===== config.mk =====
export PLATFORM = sky130hd
export DESIGN_NAME = rand_range_sampler
export DESIGN_NICKNAME = d
export VERILOG_FILES = /design/src/rtl/rnd_pkg.sv /design/src/rtl/sync_fifo.sv /design/src/rtl/rand_range_sampler.sv
export SDC_FILE = /design/constraint.sdc
export NUM_CORES = 1
export LEC_CHECK = 0
export ABC_AREA = 1
export BUFFER_PORTS_ARGS = -buffer_cell sky130_fd_sc_hd__buf_2
export CAP_MARGIN = 20
export CORE_MARGIN = 10
export CORE_UTILIZATION = 50
export CTS_CLUSTER_SIZE = 40
export DETAILED_ROUTE_END_ITERATION = 7
export PLACE_DENSITY_LB_ADDON = 0.15
export SLEW_MARGIN = 20
export SYNTH_ARGS = -nofsm -noshare
export SYNTH_HDL_FRONTEND = slang
export SYNTH_HIERARCHICAL = 1
export SYNTH_SLANG_ARGS = --single-unit

===== constraint.sdc =====
create_clock -name clk_in -period 7.4 [get_ports clk_in]
set_input_delay 0.37 -clock clk_in [delete_from_list [all_inputs] [get_ports clk_in]]
set_output_delay 0.37 -clock clk_in [all_outputs]
set_load 0.05 [all_outputs]

===== src/rtl/rnd_pkg.sv =====
`default_nettype none
// ============================================================================
// Module      : rnd_pkg
// Description : Shared constants, FSM state type and mask helper for the
//               random range sampler.
// Revision    : 1.0
// ============================================================================
package rnd_pkg;

    localparam int c_DATA_W = 16;

    typedef enum logic [0:0] {
        IDLE = 1'b0,
        RUN  = 1'b1
    } state_t;

    // Smallest 2^k-1 covering limit-1; limit=1 yields 0.
    function automatic logic [31:0] mask_fill(input logic [31:0] limit);
        logic [31:0] m;
        m = limit - 32'd1;
        for (int i = 0; i < 5; i++) begin
            m = m | (m >> (1 << i));
        end
        return m;
    endfunction

endpackage
`default_nettype wire


===== src/rtl/sync_fifo.sv =====
`default_nettype none
// ============================================================================
// Module      : sync_fifo
// Description : Small synchronous FIFO with a registered head output and a
//               synchronous clear.
// Revision    : 1.0
// ============================================================================
module sync_fifo #(
    parameter int WIDTH = 16,
    parameter int DEPTH = 4
) (
    input  logic                       clk_in,
    input  logic                       rst_in,
    input  logic                       clr,
    input  logic                       push,
    input  logic                       pop,
    input  logic [WIDTH-1:0]           din,
    output logic [WIDTH-1:0]           dout,
    output logic [$clog2(DEPTH):0]     count,
    output logic                       full,
    output logic                       empty
);

    localparam int c_AW = $clog2(DEPTH);
    localparam int c_CW = c_AW + 1;

    logic [WIDTH-1:0] r_mem [DEPTH];
    logic [c_AW-1:0]  r_wr_ptr;
    logic [c_AW-1:0]  r_rd_ptr;
    logic [c_CW-1:0]  r_count;
    logic [WIDTH-1:0] r_dout;
    logic             w_push;
    logic             w_pop;

    assign full   = (r_count == c_CW'(DEPTH));
    assign empty  = (r_count == '0);
    assign w_push = push && !full;
    assign w_pop  = pop && !empty;
    assign count  = r_count;
    assign dout   = r_dout;

    always_ff @(posedge clk_in) begin
        if (w_push && !clr) begin
            r_mem[r_wr_ptr] <= din;
        end
    end

    always_ff @(posedge clk_in or posedge rst_in) begin
        if (rst_in) begin
            r_wr_ptr <= '0;
            r_rd_ptr <= '0;
            r_count  <= '0;
            r_dout   <= '0;
        end else if (clr) begin
            r_wr_ptr <= '0;
            r_rd_ptr <= '0;
            r_count  <= '0;
        end else begin
            if (w_push) r_wr_ptr <= r_wr_ptr + 1'b1;
            if (w_pop)  r_rd_ptr <= r_rd_ptr + 1'b1;
            case ({w_push, w_pop})
                2'b10:   r_count <= r_count + 1'b1;
                2'b01:   r_count <= r_count - 1'b1;
                default: r_count <= r_count;
            endcase
            // Keep the head register pointing at the next entry after a pop.
            if (w_pop) begin
                if (r_count > c_CW'(1)) begin
                    r_dout <= r_mem[r_rd_ptr + 1'b1];
                end else if (w_push) begin
                    r_dout <= din;
                end
            end else if (w_push && empty) begin
                r_dout <= din;
            end
        end
    end

endmodule
`default_nettype wire


===== src/rtl/rand_range_sampler.sv =====
`default_nettype none
// ============================================================================
// Module      : rand_range_sampler
// Description : Mask-and-reject sampler turning LFSR words into uniform values
//               in [0, limit), buffered for a valid/ready consumer.
// Revision    : 1.0
// ============================================================================
module rand_range_sampler
    import rnd_pkg::*;
#(
    parameter int DATA_W = c_DATA_W,
    parameter int DEPTH  = 4,
    parameter int REJ_W  = 16
) (
    input  logic              clk_in,
    input  logic              rst_in,
    input  logic [DATA_W-1:0] rnd_in,
    input  logic              rnd_valid_in,
    input  logic              cfg_valid_in,
    input  logic [DATA_W-1:0] limit_in,
    output logic              out_valid,
    input  logic              out_ready,
    output logic [DATA_W-1:0] out_data,
    output logic              busy_out,
    output logic [REJ_W-1:0]  rej_count_out
);

    state_t                    r_state;
    logic [DATA_W-1:0]         r_limit;
    logic [DATA_W-1:0]         r_mask;
    logic [REJ_W-1:0]          r_rej;
    logic [DATA_W-1:0]         w_masked;
    logic                      w_sample;
    logic                      w_accept;
    logic                      w_reject;
    logic                      w_pop;
    logic                      w_full;
    logic                      w_empty;
    logic [$clog2(DEPTH):0]    w_count;

    assign w_masked = rnd_in & r_mask;
    // A full FIFO drops the word outright: neither pushed nor counted.
    assign w_sample = (r_state == RUN) && rnd_valid_in && !cfg_valid_in && !w_full;
    assign w_accept = w_sample && (w_masked < r_limit);
    assign w_reject = w_sample && !(w_masked < r_limit);
    assign w_pop    = out_ready && !w_empty;

    assign out_valid     = (w_count != '0);
    assign busy_out      = (r_state == RUN);
    assign rej_count_out = r_rej;

    always_ff @(posedge clk_in or posedge rst_in) begin
        if (rst_in) begin
            r_state <= IDLE;
            r_limit <= '0;
            r_mask  <= '0;
            r_rej   <= '0;
        end else if (cfg_valid_in) begin
            r_limit <= limit_in;
            r_mask  <= DATA_W'(mask_fill(32'(limit_in)));
            r_rej   <= '0;
            r_state <= (limit_in != '0) ? RUN : IDLE;
        end else if (w_reject && (r_rej != '1)) begin
            r_rej <= r_rej + 1'b1;
        end
    end

    sync_fifo #(
        .WIDTH (DATA_W),
        .DEPTH (DEPTH)
    ) u_fifo (
        .clk_in (clk_in),
        .rst_in (rst_in),
        .clr    (cfg_valid_in),
        .push   (w_accept),
        .pop    (w_pop),
        .din    (w_masked),
        .dout   (out_data),
        .count  (w_count),
        .full   (w_full),
        .empty  (w_empty)
    );

endmodule
`default_nettype wire


# After elaboration in Yosys (flattened, before gate mapping)

Memory sizes are Yosys's and may differ from the RTL's.
Index checks and enable logic that the tools add are counted.

Reduce and logical (&&, ||, !) cells: 24
Eq/ne operators: 5
Add/sub/neg operators: 6
Multiplexer cells: 15
Magnitude comparators: 2
Bitwise operators: 7

Operator list:

| kind                  | number |
|---|---|
| $mux 16               | 6 |
| $or 32x24->32         | 1 |
| $or 32x28->32         | 1 |
| $or 32x30->32         | 1 |
| $or 32x31->32         | 1 |
| $sub 16x1->17 const B | 1 |
| $add 16x1->16 const B | 1 |
| $and 16x16->16        | 1 |
| $lt 16x16->1          | 1 |
| $ne 16x16->1 const B  | 1 |
| $or 16x16->16         | 1 |
| $reduce_bool 16->1    | 1 |
| $logic_and 1x1->1     | 11 |
| $mux 2                | 4 |
| $reduce_bool 2->1     | 4 |
| $pmux 3 s2            | 1 |
| $reduce_bool 3->1     | 2 |
| $add 2x1->2 const B   | 2 |
| $logic_not 1->1       | 4 |
| $add 3x1->3 const B   | 1 |
| $eq 3x3->1 const B    | 1 |
| $gt 3x1->1 const B    | 1 |
| $logic_not 3->1       | 1 |
| $mux 1                | 3 |
| 7 further kinds       | 7 |

Register bits: 72
Memory bits (writable): 64
Memories: 1
Input bits: 37
Logic and storage cells: 68

Memories:

| memory       | words | bits a word | rd ports | clocked after memory_dff | write ports | RTL line        | text |
|---|---|---|---|---|---|---|---|
| u_fifo.r_mem | 4     | 16          | 1        | 0                        | 1           | sync_fifo.sv:27 | `logic [WIDTH-1:0] r_mem [DEPTH];` |

# Longest topological paths before layout

Gate-level depths: netlist (run 1).

Depth after elaboration: 8
Mapped depth: 21

# Hierarchy

Netlist (run 1), hierarchy kept.

Modules (own cells, without submodules):

| module             | cells an instance | times used | area each (um^2) | seq. area each (um^2) |
|---|---|---|---|---|
| sync_fifo          | 398               | 1          | 3902.5           | 2497.4 |
| rand_range_sampler | 499               | 1          | 3382.0           | 1226.2 |

# Worst setup path after synthesis (run 1)

Ideal clock, no wire load.

Kind: input-to-reg
Start point: in rnd_in[9]
End point: mem u_fifo.r_mem[0][0] (enable)
Required time: 7011 ps
Buffers on the path: 1
Stages: 14
Arrival time: 2597 ps
Setup slack: 4415 ps
Cell sequence: nand2_1 -> inv_1 -> ha_1 -> a21o_1 -> nand3_1 -> a21oi_1 -> nor2_1 -> nand2_2 -> clkbuf_1 -> nor2_1 -> nand2_2 -> inv_2 -> nand2_1 -> nor2_1

Word-level cells in the longest chain between the ends: 7

RTL lines:

| element                      | RTL line                 | text |
|---|---|---|
| start, declared              | rand_range_sampler.sv:17 | `input logic [DATA_W-1:0] rnd_in,` |
| $and 16x16->16               | rand_range_sampler.sv:41 | `assign w_masked = rnd_in & r_mask;` |
| named net w_masked[9]        | rand_range_sampler.sv:32 | `logic [DATA_W-1:0] w_masked;` |
| $lt 16x16->1                 | rand_range_sampler.sv:44 | `assign w_accept = w_sample && (w_masked < r_limit);` |
| $logic_and 1x1->1            | rand_range_sampler.sv:44 |  |
| named net w_accept           | rand_range_sampler.sv:34 | `logic w_accept;` |
| $logic_and 1x1->1            | sync_fifo.sv:37          | `assign w_push = push && !full;` |
| $logic_and 1x1->1            | sync_fifo.sv:43          | `if (w_push && !clr) begin` |
| $mux 1                       | sync_fifo.sv:43          |  |
| $mux 1 (implied by the code) | sync_fifo.sv:44          | `r_mem[r_wr_ptr] <= din;` |
| end, declared                | sync_fifo.sv:27          |  |

The timed path passes the listed nets, and every way through them passes these cells.

# Worst setup path in the final report (run 1)

Start point: reg r_mask[9]
End point: mem u_fifo.r_mem[0][14] (enable)

Word-level cells in the longest chain between the ends: 7

RTL lines:

| element                      | RTL line                 | text |
|---|---|---|
| start, declared              | rand_range_sampler.sv:30 | `logic [DATA_W-1:0] r_mask;` |
| start signal, assigned       | rand_range_sampler.sv:60 | `r_mask <= DATA_W'(mask_fill(32'(limit_in)));` |
| $and 16x16->16               | rand_range_sampler.sv:41 |  |
| named net w_masked[9]        | rand_range_sampler.sv:32 |  |
| $lt 16x16->1                 | rand_range_sampler.sv:44 |  |
| $logic_and 1x1->1            | rand_range_sampler.sv:44 |  |
| named net w_accept           | rand_range_sampler.sv:34 |  |
| $logic_and 1x1->1            | sync_fifo.sv:37          |  |
| $logic_and 1x1->1            | sync_fifo.sv:43          |  |
| $mux 1                       | sync_fifo.sv:43          |  |
| $mux 1 (implied by the code) | sync_fifo.sv:44          |  |

The timed path passes the listed nets, and every way through them passes these cells.

==> results_dict.tcl, run 1 <==
set metrics [dict create \
    status "finished, final reports clean" \
    clock_latency_ps 420 \
    p_int_uw 1520 \
    synth_top_family_by_area "simple AND/OR/NAND/NOR gates" \
    power_frac_comb 0.273 \
    power_density_mw_per_mm2 281 \
    cts_root_buf "clkbuf_16" \
    final-hold-violation-count 0 \
    final_cell_count_no_fill 1161 \
    gr-total-overflow 0 \
    ir_worst_vdd_mv 0.178 \
    cpMaxStageDelayCell "nor2_1" \
    power_switching_uw 816 \
    via_count 5794 \
    hp-class "in2async" \
    netlist_top_cells_count "nand2_1 (341), inv_1 (105), nand3_1 (74)" \
    synth_xor_area_frac 0.0204 \
    critical_path.most_common_cell "nor2_1" \
    n_fill_cell 1363 \
    crit_buf_inv 3 \
    wl_per_cell_um 14.2 \
    required_ps 7520 \
    num-nets-final 1027 \
    pwr-share-seq 0.388 \
    synth.area.mux_share 0.00137 \
    synth_top_area_share 0.264 \
    yosys_warnings 6 \
    portBuffers 70 \
    drc 0 \
    yosysTopAreaCell "edfxtp_1" \
    worstMarginPinSlew_ps 914 \
    p_clk_frac 0.340 \
    switching_share 0.349 \
    timing.rr.start "r_mask[9]$_DFFE_PP0P_" \
    final.setup.worst_slack_ps 4270 \
    ys_types 39 \
    first_iter_violations 359 \
    cts_resized 0 \
    fin_tns_setup_ps 0 \
    synth.most_common_cell "nand2_1" \
    avgSynthCellArea_um2 8.12 \
    worstPathCellList "nand2_1 > inv_1 > ha_1 > a21o_1 > nand3_1 > a21oi_1 > nor2_1 > nand2_2 > nor2_1 > nand2_2 > inv_2 > nand2_1 > nor2_1 > buf_4" \
    finalSetupViolations 0 \
    syn_inst 897 \
    syn_nets 960 \
    p_leak_uw 0.00427 \
    diodes 0 \
    rsz0062_at_grt "false" \
    ys_seq_area_frac 0.511 \
    ff2ff_path_depth 14 \
    crit_start "r_mask[9]$_DFFE_PP0P_" \
    cts_tree "done" \
    grt_pass1_wl_mm 27.7 \
    grt_max_degree 50 \
    dp_cells 1129 \
    async_reset_ff_frac 0.529 \
    yosys.area_share.simple 0.301 \
    die_width_um 141 \
    start_kind "flop" \
    cts_sinks 136 \
    fmax_mhz 319 \
    start_util 0.505 \
    worstSetupPathType "reg2reg" \
    ios 71 \
    antenna_found_initial 0 \
    syn2layout_area_growth_pct 14.2 \
    globalplace.congestion 0.871 \
    synth_compound_area_frac 0.0423 \
    period_minus_slack_ps 3130 \
    drtPass1Iterations 5 \
    numCtsBuffers 17 \
    pre_cts_ws_ps 4130 \
    critical-path-max-stage-delay_ps 430 \
    layout-drive-gt1-share 0.136 \
    core_area_mm2 0.0144 \
    hold_buffers 0 \
    reg2reg_slack_ps 4270 \
    synth-seq-cells 136 \
    synthFlopType "dfrtp_1" \
    cpLargestDelayFamily "simple AND/OR/NAND/NOR gates" \
    grt_pass1_vias 5567 \
    routed_wl_mm 16.5 \
    fin_skew_ps 11.2 \
    dieHeight_um 141 \
    cts_buffer_depth 2 \
    r2r_end "u_fifo/r_mem[0][14]$_DFFE_PP_" \
    syn_area_mm2 0.00728 \
    routed_via_density 4.99 \
    ant_nets 0 \
    drv_cap 0 \
    ys_top_cells_by_area "edfxtp_1 (26%), dfrtp_1 (25%), nand2_1 (18%)" \
    track_usage 0.170 \
    dieArea_mm2 0.0198 \
    fin_crit_sh 0.423 \
    synthAdderAreaFrac 0.0447 \
    slew_headroom 0.390 \
    synth_edf_count 64 \
    post_cts_buffers 0 \
    endpoint_kind "flop" \
    h-tree-depth 4 \
    critPathMaxFanout 18 \
    cp_data_arrival_time_ps 3250 \
    num_rows 44 \
    hpwlAfterDp_mm 12.0 \
    clk_pin_slew_ps 60 \
    fin_util 0.577 \
    slew_violations 0 \
]
## through the flow
step	hold slack, ps	total power [µW]	cell area (µm²)
after floorplan	372	1420	7280
after global placement	459	1560	7750
after detailed placement	460	1560	7760
after CTS	188	2360	8320
after global routing	168	2480	8320
final	96.2	2340	8320
## worst max path at each step
stage | endpoint | slack (ps) | cells past startpoint
3_3_place_gp | u_fifo/r_mem[1][13]$_DFFE_PP_ | 3900 | 14
4_1_cts | u_fifo/r_mem[0][14]$_DFFE_PP_ | 4220 | 14
5_1_grt | u_fifo/r_mem[0][14]$_DFFE_PP_ | 3970 | 14
6_report | u_fifo/r_mem[0][14]$_DFFE_PP_ | 4270 | 14
3_5_place_dp | u_fifo/r_mem[0][14]$_DFFE_PP_ | 4130 | 15
2_1_floorplan | u_fifo/r_mem[0][0]$_DFFE_PP_ | 4410 | 14
## worst reg2reg max path, stage by stage (launching register included)
cell and delay (ps):
dfrtp_1 380, nand2_1 60, inv_1 100, ha_1 310, a21o_1 190, nand3_1 60, a21oi_1 60, nor2_1 150
nand2_2 280, nor2_1 210, nand2_2 100, inv_2 110, nand2_1 120, nor2_1 430, buf_4 280
## metal layers
| layer | vias to the layer above | share of wire | track usage |
|---|---|---|---|
| met5 | - | 0 | 0 |
| met4 | 0 | 0.013 | 0.0582 |
| met3 | 17 | 0.046 | 0.0413 |
| met2 | 136 | 0.45 | 0.260 |
| met1 | 2647 | 0.49 | 0.231 |
| li1 | 2994 | - | - |
## power by group through the flow
stage | clock network [µW] | registers (µW) | logic [µW]
final | 795 | 907 | 638
after global routing | 845 | 917 | 716
after CTS | 810 | 908 | 645
after detailed placement | 0 | 921 | 641
after global placement | 0 | 920 | 638
after floorplan | 0 | 1040 | 376
## cell type report
cell class	instances	area [µm²]	area share
clock buffers	21	450	0.0541
clock inverters	11	106	0.0128
inverters	113	433	0.0520
multi-input cells	621	2990	0.359
flip-flops and latches	136	3720	0.448
well taps	184	230	0.0277
repair buffers	75	388	0.0466
## state kept, by name, summed over array words and instances (netlist names)
register         count
u_fifo/count         3
busy_out             1
u_fifo/dout         16
u_fifo/r_rd_ptr      2
rej_count_out       16
u_fifo/r_mem        64
r_limit             16
u_fifo/r_wr_ptr      2
r_mask              16
## cell families (layout without fill, tap and decap cells)
logic type / count (synthesis) / after routing
flip-flops: 136 / 136
adder cells (fa/ha/maj): 26 / 26
buffers and inverters: 140 / 220
XOR/XNOR: 17 / 17
multiplexers: 1 / 1
AND/OR/NAND/NOR: 522 / 522
AO/OA/AOI/OAI: 55 / 55
## layout by cell type (no fill, tap or decap), types with 2 or more instances in the layout
master and n:
nand2_1 341, inv_1 104, nand3_1 74, dfrtp_1 72, buf_2 70, edfxtp_1 64, nor2_1 62, o21ai_0 29
ha_1 26, nand4_1 21, clkbuf_16 17, xor2_1 13, a21oi_1 9, nand2_2 7, o21ai_1 7, clkinv_2 7
inv_2 6, buf_4 5, nor2_2 4, nand2_4 4, xnor2_1 4, o22ai_1 3, clkbuf_1 3, nor3_1 2
o21ai_2 2, nand3_2 2, nand3b_1 2, clkinv_1 2, bufinv_16 2, clkinv_4 2
Note: power is estimated with default switching activity, not from simulation.
==> run 2: changes to the inputs <==
- clock period: 7.4 -> 2.5 ns (I/O delays scaled with it)
==> results_dict.tcl, run 2 (synthesis results as in run 1) <==
set metrics [dict create \
    status "finished, final reports clean" \
    hold_slack_ps 19.6 \
    timing.rr.start "r_mask[9]$_DFFE_PP0P_" \
    clk_pin_slew_ps 60 \
    endpoint_kind "flop" \
    drtPass1Iterations 5 \
    diodes 0 \
    dieArea_mm2 0.0198 \
    dieHeight_um 141 \
    dp_cells 1137 \
    hold_depth 3 \
    cts_root_buf "clkbuf_16" \
    min-delay-start "limit_in[8]" \
    wl_per_cell_um 14.6 \
    cpMaxStageDelayCell "dfrtp_1" \
    hp-class "in2reg" \
    hold_end "r_limit[8]$_DFFE_PP0P_" \
    numCtsBuffers 17 \
    num-nets-final 1054 \
    start_kind "flop" \
    routed_wl_mm 17.3 \
    critPathMaxFanout 8 \
    hpwlAfterDp_mm 12.3 \
    cts_tree "done" \
    via_count 5916 \
    routed_via_density 4.98 \
    fin_skew_ps 6.07 \
    clock_latency_ps 420 \
    num_rows 44 \
    critical-path-max-stage-delay_ps 370 \
    first_iter_violations 330 \
    period_minus_slack_ps 2340 \
    cts_buffer_depth 2 \
    fin_crit_sh 0.934 \
    p_leak_uw 0.00442 \
    worstSetupPathType "reg2reg" \
    critical_path.most_common_cell "nand2_2" \
    globalplace.congestion 0.887 \
    power_density_mw_per_mm2 829 \
    grt_pass1_vias 5659 \
    fmax_mhz 428 \
    antenna_found_initial 0 \
    final-hold-violation-count 0 \
    ios 71 \
    die_width_um 141 \
    largest_reg_flops 64 \
    worstPathCellList "nand2_1 > inv_2 > ha_1 > a21o_1 > nand3_1 > a21oi_1 > nor2_1 > nand2_2 > nor2_2 > nand2_2 > inv_4 > nand2_4 > nor2_4 > clkbuf_16" \
    track_usage 0.177 \
    start_util 0.505 \
    finalSetupViolations 0 \
    drc 0 \
    r2r_end "u_fifo/r_mem[2][14]$_DFFE_PP_" \
    layout-drive-gt1-share 0.166 \
    regMostFlops "u_fifo/r_mem" \
    final_common_cell "nand2_1" \
    h-tree-depth 4 \
    cts_sinks 136 \
    final_cell_count_no_fill 1188 \
    crit_buf_inv 3 \
    ant_nets 0 \
    drv_cap 0 \
    grt_pass1_wl_mm 28.7 \
    syn2layout_area_growth_pct 20.2 \
    gr-total-overflow 0 \
    ff2ff_path_depth 14 \
    core_area_mm2 0.0144 \
    required_ps 2640 \
    slew_violations 0 \
    layout_common_cells "nand2_1 (340), inv_1 (94), nand3_1 (74), dfrtp_1 (72), buf_2 (70)" \
    portBuffers 70 \
    worstMarginPinSlew_ps 923 \
    cpLargestDelayFamily "simple AND/OR/NAND/NOR gates" \
    slew_headroom 0.384 \
    reg2reg_slack_ps 160 \
    grt_max_degree 50 \
    cp_data_arrival_time_ps 2470 \
    ir_worst_vdd_mv 0.491 \
]
## run 2: metal layers
layer,track usage,up-vias,part of all wire
met5,0,-,0
met4,0.0674,0,0.016
met3,0.0437,21,0.045
met2,0.267,145,0.46
met1,0.239,2702,0.48
li1,-,3048,-
## run 2: worst register-to-register path, delay by kind of cell, from the launching register on
kind	cells	cell delay (ps)
AO/OA/AOI/OAI	2	240
flip-flops	1	370
buffers and inverters	3	340
adder cells (fa/ha/maj)	1	290
AND/OR/NAND/NOR	8	810
## run 2: power by group
part           switching (µW)  internal (µW)
Sequential                123           2550
Combinational            1450            551
Clock                     934           1660
Total                    2500           4750
## run 2: cell type report
cell class / count / area (µm²)
clock buffer: 18 / 429
multi-input combinational: 621 / 3050
inverter: 113 / 434
fill: 1277 / 5670
tap: 184 / 230
clock inverter: 14 / 180
sequential: 136 / 3720
timing repair buffer: 102 / 706
## run 2: how the worst max path moves through the flow
stage | startpoint | end | cells past startpoint
6_report | r_mask[9]$_DFFE_PP0P_ | u_fifo/r_mem[2][14]$_DFFE_PP_ | 14
5_1_grt | r_mask[2]$_DFFE_PP0P_ | u_fifo/r_mem[2][13]$_DFFE_PP_ | 17
4_1_cts | r_mask[3]$_DFFE_PP0P_ | u_fifo/r_mem[0][1]$_DFFE_PP_ | 15
3_5_place_dp | r_mask[7]$_DFFE_PP0P_ | u_fifo/r_mem[0][1]$_DFFE_PP_ | 14
3_3_place_gp | r_mask[3]$_DFFE_PP0P_ | u_fifo/r_mem[0][1]$_DFFE_PP_ | 15
2_1_floorplan | r_mask[9]$_DFFE_PP0P_ | u_fifo/r_mem[0][0]$_DFFE_PP_ | 14
## run 2: what timing repair did
action / in CTS / in global routing
hold buffers: 14 / 0
endpoints found under the setup margin: 0 / 80
buffers inserted: 0 / 4
endpoints found under the hold margin: 85 / 0
resized for setup: 0 / 15
## run 2: metrics by stage
| step | util | setup TNS (ps) | instance area (µm²) | worst slack (ps) | total power [µW] |
|---|---|---|---|---|---|
| global placement | 0.549 | 0 | 7920 | 210 | 4660 |
| floorplan | - | 0 | 7330 | 11.8 | 4210 |
| global route | 0.607 | -89.5 | 8750 | -14.1 | 7650 |
| detailed placement | 0.549 | 0 | 7920 | 140 | 4670 |
| CTS | 0.601 | 0 | 8670 | 83.0 | 7300 |
| finish | 0.607 | 0 | 8750 | 164 | 7260 |
